### src/rtl/mux_pkg.sv
// Shared definitions for the N:1 registered round-robin multiplexer.
// Mode encodings and a width helper that stays legal for tiny channel counts.
package mux_pkg;

   localparam logic MODE_FIXED = 1'b0;
   localparam logic MODE_RR    = 1'b1;

   // $clog2(1) is 0, which would collapse index vectors to zero width.
   function automatic int safe_clog2(input int n);
      return (n < 2) ? 1 : $clog2(n);
   endfunction

endpackage

### src/rtl/rr_arbiter.sv
// Combinational rotate-priority encoder: picks the first requester strictly
// after `last`, wrapping to channel 0.
module rr_arbiter #(
   parameter int N_CH  = 4,
   parameter int SEL_W = 2
) (
   input  logic [N_CH-1:0]  req,
   input  logic [SEL_W-1:0] last,
   output logic [SEL_W-1:0] grant,
   output logic             grant_valid
);

   always_comb begin
      // NOTE: every always_comb output gets a default first so no path infers a latch.
      grant       = '0;
      grant_valid = 1'b0;
      for (int off = 1; off <= N_CH; off++) begin
         if (!grant_valid && req[(int'(last) + off) % N_CH]) begin
            grant       = SEL_W'((int'(last) + off) % N_CH);
            grant_valid = 1'b1;
         end
      end
   end

endmodule

### src/rtl/mux_nx1_rr.sv
// N-input registered mux with per-channel valid/ready, selectable between a
// software-fixed channel and round-robin arbitration.
module mux_nx1_rr
   import mux_pkg::*;
#(
   parameter  int N_CH   = 4,
   parameter  int DATA_W = 8,
   localparam int SEL_W  = safe_clog2(N_CH)
) (
   input  logic                     clk,
   input  logic                     rst,
   input  logic                     mode,
   input  logic [SEL_W-1:0]         sel,
   input  logic [N_CH*DATA_W-1:0]   in_data,
   input  logic [N_CH-1:0]          in_valid,
   output logic [N_CH-1:0]          in_ready,
   output logic [DATA_W-1:0]        out_data,
   output logic [SEL_W-1:0]         out_ch,
   output logic                     out_valid,
   input  logic                     out_ready
);

   logic [SEL_W-1:0]  last_q,      last_d;
   logic [DATA_W-1:0] out_data_q,  out_data_d;
   logic [SEL_W-1:0]  out_ch_q,    out_ch_d;
   logic              out_valid_q, out_valid_d;

   logic [SEL_W-1:0]  rr_grant;
   logic              rr_grant_valid;
   logic [SEL_W-1:0]  grant;
   logic              grant_valid;
   logic              fix_valid;
   logic              load;
   logic              xfer;

   rr_arbiter #(
      .N_CH  (N_CH),
      .SEL_W (SEL_W)
   ) u_rr_arbiter (
      .req         (in_valid),
      .last        (last_q),
      .grant       (rr_grant),
      .grant_valid (rr_grant_valid)
   );

   always_comb begin
      // An out-of-range sel (non power-of-two N_CH) simply never grants.
      fix_valid = 1'b0;
      if (int'(sel) < N_CH) begin
         fix_valid = in_valid[sel];
      end

      if (mode == MODE_RR) begin
         grant       = rr_grant;
         grant_valid = rr_grant_valid;
      end else begin
         grant       = sel;
         grant_valid = fix_valid;
      end

      load = !out_valid_q || out_ready;
      xfer = !rst && load && grant_valid;

      for (int i = 0; i < N_CH; i++) begin
         in_ready[i] = xfer && (int'(grant) == i);
      end

      out_valid_d = out_valid_q;
      out_data_d  = out_data_q;
      out_ch_d    = out_ch_q;
      last_d      = last_q;
      if (load) begin
         out_valid_d = xfer;
         if (xfer) begin
            out_data_d = in_data[int'(grant)*DATA_W +: DATA_W];
            out_ch_d   = grant;
            if (mode == MODE_RR) begin
               last_d = grant;
            end
         end
      end
   end

   // NOTE: state flops use non-blocking assignments so each one samples pre-edge values.
   always_ff @(posedge clk) begin
      if (rst) begin
         out_valid_q <= 1'b0;
         out_data_q  <= '0;
         out_ch_q    <= '0;
         last_q      <= SEL_W'(N_CH - 1);
      end else begin
         out_valid_q <= out_valid_d;
         out_data_q  <= out_data_d;
         out_ch_q    <= out_ch_d;
         last_q      <= last_d;
      end
   end

   assign out_data  = out_data_q;
   assign out_ch    = out_ch_q;
   assign out_valid = out_valid_q;

endmodule
### config.mk
export PLATFORM = sky130hd
export DESIGN_NAME = mux_nx1_rr
export DESIGN_NICKNAME = d
export VERILOG_FILES = /design/src/rtl/mux_pkg.sv /design/src/rtl/rr_arbiter.sv /design/src/rtl/mux_nx1_rr.sv
export SDC_FILE = /design/constraint.sdc
export NUM_CORES = 1
export LEC_CHECK = 0
export ABC_AREA = 1
export CAP_MARGIN = 25
export CORE_UTILIZATION = 62
export CTS_CLUSTER_DIAMETER = 60
export CTS_CLUSTER_SIZE = 16
export DETAILED_ROUTE_END_ITERATION = 6
export DONT_BUFFER_PORTS = 1
export GPL_TIMING_DRIVEN = 0
export PLACE_DENSITY = 0.78
export REMOVE_ABC_BUFFERS = 1
export SLEW_MARGIN = 40
export SYNTH_ARGS = -nofsm -noshare
export SYNTH_HDL_FRONTEND = slang
export SYNTH_HIERARCHICAL = 1
export SYNTH_SLANG_ARGS = --single-unit
### constraint.sdc
create_clock -name clk -period 2.2 [get_ports clk]
set_clock_uncertainty 0.15 [all_clocks]
set_input_delay 0.22 -clock clk [delete_from_list [all_inputs] [get_ports clk]]
set_output_delay 0.22 -clock clk [all_outputs]
set_load 0.1 [all_outputs]
# Word-level counts from Yosys, hierarchy flattened
# Index checks and enable logic that the tools add are counted.
# W data, S select, Z words.
totals:
  regBits: 13
classes:
  addsub: 4
  magnitude_cmp: 5
  eq_ne: 3
  n_shift: 1
  muxes: 24
  bitwise: 4
  reduce_logical: 22
ops:
  columns: ["cell", "n"]
  rows:
  - ["$shiftx A32 B6 Y8", 1]
  - ["$lt A3 B4 Y1 const B", 4]
  - ["$mux W1", 14]
  - ["$bmux W1 S2", 5]
  - ["$mux W2", 5]
  - ["$logic_and A1 B1 Y1", 9]
  - ["$reduce_or A2 Y1", 4]
  - ["$logic_not A1 Y1", 5]
  - ["$add A2 B1 Y2 const B", 2]
  - ["$add A2 B2 Y2 const B", 2]
  - ["$and A1 B1 Y1 const A", 4]
  - ["$eq A2 B2 Y1 const B", 2]
  - ["$lt A2 B3 Y1 const B", 1]
  - ["$reduce_and A3 Y1", 1]
  - ["$eq A2 B1 Y1 const B", 1]
  - ["$logic_not A2 Y1", 1]
  - ["$reduce_and A2 Y1", 1]
  - ["$logic_or A1 B1 Y1", 1]

# Logic depth before layout (Yosys ltp)
# Gate-level depths: netlist of run 1.
logic_depth:
  word_depth: 19
  depth_mapped: 18
  depth_no_buf: 17

# Hierarchy
# The synthesis of run 1 kept the hierarchy.
by_module_without_submodules:
  columns: ["module", "instances", "cells_per_inst", "area_per_inst_um2", "seq_area_each_um2"]
  rows:
  - ["mux_nx1_rr", 1, 177, 920.9, 260.2]
  - ["rr_arbiter", 1, 52, 271.5, 0.0]

# Worst setup path before layout of run 1
# No wires, ideal clock.
synth_path:
  kind: "flip-flop to output port"
  from: "reg last_q[0]"
  to: "out in_ready[0]"
  arrival_time_ns: 3.444
  required_time_ns: 1.830
  slack_ns: -1.614
  path_stages_with_launch: 13
  n_path_buf: 2
  path_cell_list: "dfxtp_1 -> buf_4 -> nand2_1 -> nand2_1 -> nand2_4 -> nand2_4 -> nor2_1 -> a21oi_1 -> nand3_1 -> nand2_1 -> nand2_2 -> buf_6 -> nor3_1"
synth_between:
  elab_chain_cells: 17
synth_lines:
  columns: ["item", "line", "source"]
  rows:
  - ["start, declared", "mux_nx1_rr.sv:23", "logic [SEL_W-1:0] last_q, last_d;"]
  - ["start signal, assigned", "mux_nx1_rr.sv:90", "last_q <= SEL_W'(N_CH - 1);"]
  - ["start signal, assigned", "mux_nx1_rr.sv:95", "last_q <= last_d;"]
  - ["$add A2 B1 Y2", "rr_arbiter.sv:18, rr_arbiter.sv:19", null]
  - ["$bmux W1 S2", "rr_arbiter.sv:18", "if (!grant_valid && req[(int'(last) + off) % N_CH]) begin"]
  - ["$mux W1 (not written as such) (2 in series)", "rr_arbiter.sv:18", null]
  - ["$mux W1", "rr_arbiter.sv:18", null]
  - ["$logic_not A1 Y1", "rr_arbiter.sv:18", null]
  - ["$logic_and A1 B1 Y1", "rr_arbiter.sv:18", null]
  - ["$mux W1", "rr_arbiter.sv:18", null]
  - ["$logic_not A1 Y1", "rr_arbiter.sv:18", null]
  - ["$logic_and A1 B1 Y1", "rr_arbiter.sv:18", null]
  - ["$mux W1", "rr_arbiter.sv:18", null]
  - ["$logic_not A1 Y1", "rr_arbiter.sv:18", null]
  - ["$logic_and A1 B1 Y1", "rr_arbiter.sv:18", null]
  - ["$mux W2 (*)", "rr_arbiter.sv:18", null]
  - ["named net rr_grant[0]", "mux_nx1_rr.sv:28", "logic [SEL_W-1:0] rr_grant;"]
  - ["$mux W2 (*)", "mux_nx1_rr.sv:53", "if (mode == MODE_RR) begin"]
  - ["$logic_not A2 Y1 (*)", "mux_nx1_rr.sv:65", "in_ready[i] = xfer && (int'(grant) == i);"]
  - ["$logic_and A1 B1 Y1 (*)", "mux_nx1_rr.sv:65", null]
  - ["end, declared", "mux_nx1_rr.sv:16", "output logic [N_CH-1:0] in_ready,"]
# Mark *: on every way through the listed nets, which the timed path passes. The rest lies on a longest branch. The select of a mux whose other input is x is not followed.

# Final worst setup path of run 1
layout_path:
  from: "reg last_q[0]"
  to: "out in_ready[2]"
layout_between:
  elab_chain_cells: 17
layout_lines:
  columns: ["item", "line"]
  rows:
  - ["$add A2 B1 Y2", "rr_arbiter.sv:18, rr_arbiter.sv:19"]
  - ["$bmux W1 S2", "rr_arbiter.sv:18"]
  - ["$mux W1 (not written as such) (2 in series)", "rr_arbiter.sv:18"]
  - ["$mux W1", "rr_arbiter.sv:18"]
  - ["$logic_not A1 Y1", "rr_arbiter.sv:18"]
  - ["$logic_and A1 B1 Y1", "rr_arbiter.sv:18"]
  - ["$mux W1", "rr_arbiter.sv:18"]
  - ["$logic_not A1 Y1", "rr_arbiter.sv:18"]
  - ["$logic_and A1 B1 Y1", "rr_arbiter.sv:18"]
  - ["$mux W1", "rr_arbiter.sv:18"]
  - ["$logic_not A1 Y1", "rr_arbiter.sv:18"]
  - ["$logic_and A1 B1 Y1", "rr_arbiter.sv:18"]
  - ["$mux W2 (*)", "rr_arbiter.sv:18"]
  - ["named net rr_grant[0]", "mux_nx1_rr.sv:28"]
  - ["$mux W2 (*)", "mux_nx1_rr.sv:53"]
  - ["$eq A2 B2 Y1 (*)", "mux_nx1_rr.sv:65"]
  - ["$logic_and A1 B1 Y1 (*)", "mux_nx1_rr.sv:65"]
# Marks and branches as above.

==> impl_results.md, run 1 <==
* Seq cells post-synth at 13
* Drt drc at 0
* Hold crit path type: input pin to register
* Placer Congestion at 0.783
* Vias in the first global route at between 1,000 and 1,500
* CTS tree: done
* CORE AREA at 1760 um2
* Min cycle time layout at 2.74 ns
* Seq. cell area at approximately 280 um2
* Kind of critical path: register to output pin
* Max Freq at between 0.3 and 0.4 GHz
* Crit-path most repeated cell: nand2_4
* First-pass GRT wire length at 5890 um
* Remaining global-route overflow at 0
* # diodes at 0
* Share of the synthesized area in the top cell type at 0.397
* Worst setup margin at -0.542 ns
* Syn_area_per_cell at 5.21 um2
* Antenna Violating Nets Remaining at 0
* Area after DPL at 1240 um2
* Area Overhead vs Synth at 22.7%
* Design Area, Final at approximately 1500 um2
* Number of distinct library cells after synthesis at 20
* CTS clk-pin slew, worst paths at ~0.1 ns
* Crit path cell chain: clkinvlp_4 > nand2_1 > nand2_2 > nand2_4 > nand2_4 > nor2_1 > a21oi_2 > nand3_2 > nand2_2 > nand2_4 > buf_4 > nor2_4
* Clk buf depth at 2
* Max VDD drop at 0.481 mV
* CTS Buf Count at 3
* Sequential area share after synthesis at 0.218
* TritonRoute pass-1 iters at 7
* Max_slew headroom at 0.579
* Fillcell total at 131
* Share of cells above drive strength 1 at 0.259
* Gate Count Post-Synth at 229
* Placed wire-length estimate at 2300 um
* Chip width at roughly 46 um
* Final number of setup-violating endpoints at 12
* Die area at 2100 um2
* WL final at 3820 um
* Critical Path Source Type: register
* Boundary Pins at 57
* CP Max Fanout at 8
* Largest net degree at the start of global routing at 21
* Dpl ws at -0.929 ns
* Worst EP required at around 1.8 ns
* Vias at 1,506
* Post-layout power at 1.11 mW
* Cell Pwr Density at 756 nW/um2
* Crit path DAT at 2.37 ns
* Leakage Power at 0.815 nW
* Endpoints failing hold at 0
* Max_cap viols at 0
* Crit-path max cell delay at 0.51 ns
* Mapped Area at ~1200 um2
* RSZ-0062 raised after global routing: true
* IO Port Bufs at 0
* Die Ht at around 46 um
* DRT iter0 DRCs at slightly below 100
* CTS root buffer: clkbuf_4
* Via density at 5.70
* CTS H-tree depth at 1
* Area of the multi-input gates at 925 um2
* Initial core utilization at 0.676
* Core Rows at 15
* Synth top area cells: nand2_1 40%, dfxtp_1 22%, nor2_1 6.6%
* Initial antenna violation count at 0
* Slowest cell on crit path: nor2_4
* Max-slew violations at 0
* DR WL/cell at 14.5 um
* Status: finished with violations
* Yosys warnings at 6
* Final #Nets at 282
* Total GRT Usage at 0.404
* Worst skew pair latency at about 0.3 ns
* Final period util at 1.25
* Failing checks: setup timing
* Least-Margin Pin Slew at 0.629 ns
* Endpoint class of the critical path: output pin
* Largest area contributor in the netlist: nand2_1
* Clk sinks at 13
-- sequential cells by signal, indices dropped and copies added (netlist names) --
signal,flops
out_valid,1
out_ch,2
last_q,2
out_data,8
-- layout by cell type (no fill, tap or decap), drive strengths merged, types with 2 or more instances in the layout --
master         n
nand3         15
dfxtp         13
clkbuf         3
nand2        135
o21ai          2
nand4          3
dlygate4sd3    2
inv           23
buf            9
nor2          23
a21oi          6
-- power breakdown --
part	internal, mW	switching, mW	leakage [nW]
Combinational	0.160	0.343	0.686
Sequential	0.266	0.178	0.111
Clock	0.0678	0.0918	0.0177
Total	0.493	0.613	0.815
-- area by class of cell --
type | instances | share of cell area
repair buffers | 11 | 0.0710
flip-flops and latches | 13 | 0.191
inverters | 24 | 0.0659
clock inverters | 1 | 0.00342
clock buffers | 3 | 0.0154
multi-input cells | 187 | 0.632
well taps | 25 | 0.0214
-- worst max-delay path: cells and delay by family (launching register included) --
family	cells	cell delay, ns
and+or+nand+nor	9	1.24
DFF	1	0.37
AOI/OAI and AO/OA	1	0.15
buffers and inverters	2	0.31
-- kinds of logic after synthesis --
kind of cell | Yosys count | share of synthesized area
simple gates | 176 | 0.622
compound gates | 10 | 0.0462
flops | 13 | 0.218
buf+inv | 30 | 0.113
-- what timing repair did --
| item | 4_1_cts | 5_1_grt |
|---|---|---|
| cloned | 1 | 0 |
| endpoints found under the setup margin | 17 | 13 |
| pin swaps | 10 | 4 |
| resized for setup | 29 | 0 |
| buffers inserted | 7 | 1 |
| hold buffers | 2 | 0 |
| hold endpoints to repair | 11 | 0 |
-- through the flow --
step	instances	util	TNS (ns)	hold slack, ns
detailed placement	249	0.702	-8.29	0.135
finish	264	0.829	-2.47	0.0211
CTS	263	0.825	-1.76	0.00250
global route	264	0.829	-3.87	0.0280
global placement	248	0.668	-12.59	0.140
floorplan	223	-	-6.50	0.139
-- synthesized netlist by cell type --
master and count:
buf_2 3, nor3_1 1, nand3_1 15, o21ai_1 1, dfxtp_1 13, nand2_4 3
nor2_2 1, o21a_1 1, inv_2 4, inv_1 20, nor2_1 21, buf_4 1
nor2_8 1, o211ai_1 1, nand2_1 126, nand4_1 3, a21oi_1 6, buf_6 2
nand2_2 5, o21ai_0 1
-- worst paths after layout --
kind	startpoint	to	slack [ns]	cells past startpoint
worst max-delay path	last_q[0]	in_ready[2]	-0.54	12
worst min-delay path	mode	last_q[0]	0.02	2
worst max register to register	last_q[0]	out_data[1]	-0.11	17
worst min register to register	last_q[1]	last_q[1]	0.50	2
-- layer usage --
| layer | track usage | vias up | routed length [um] |
|---|---|---|---|
| met5 | 0 | - | 0 |
| met1 | 0.408 | 637 | 1310 |
| met3 | 0.115 | 27 | 389 |
| met2 | 0.730 | 126 | 1950 |
| li1 | - | 716 | - |
| met4 | 0.229 | 0 | 172 |
Power figures use the tool's default switching activity.
==> run 2, diff against run 1 <==
- ABC_CLOCK_PERIOD_IN_PS: unset -> 2200
==> results of run 2 <==
The final DEF is identical to that of run 1; final timing and power are the same.
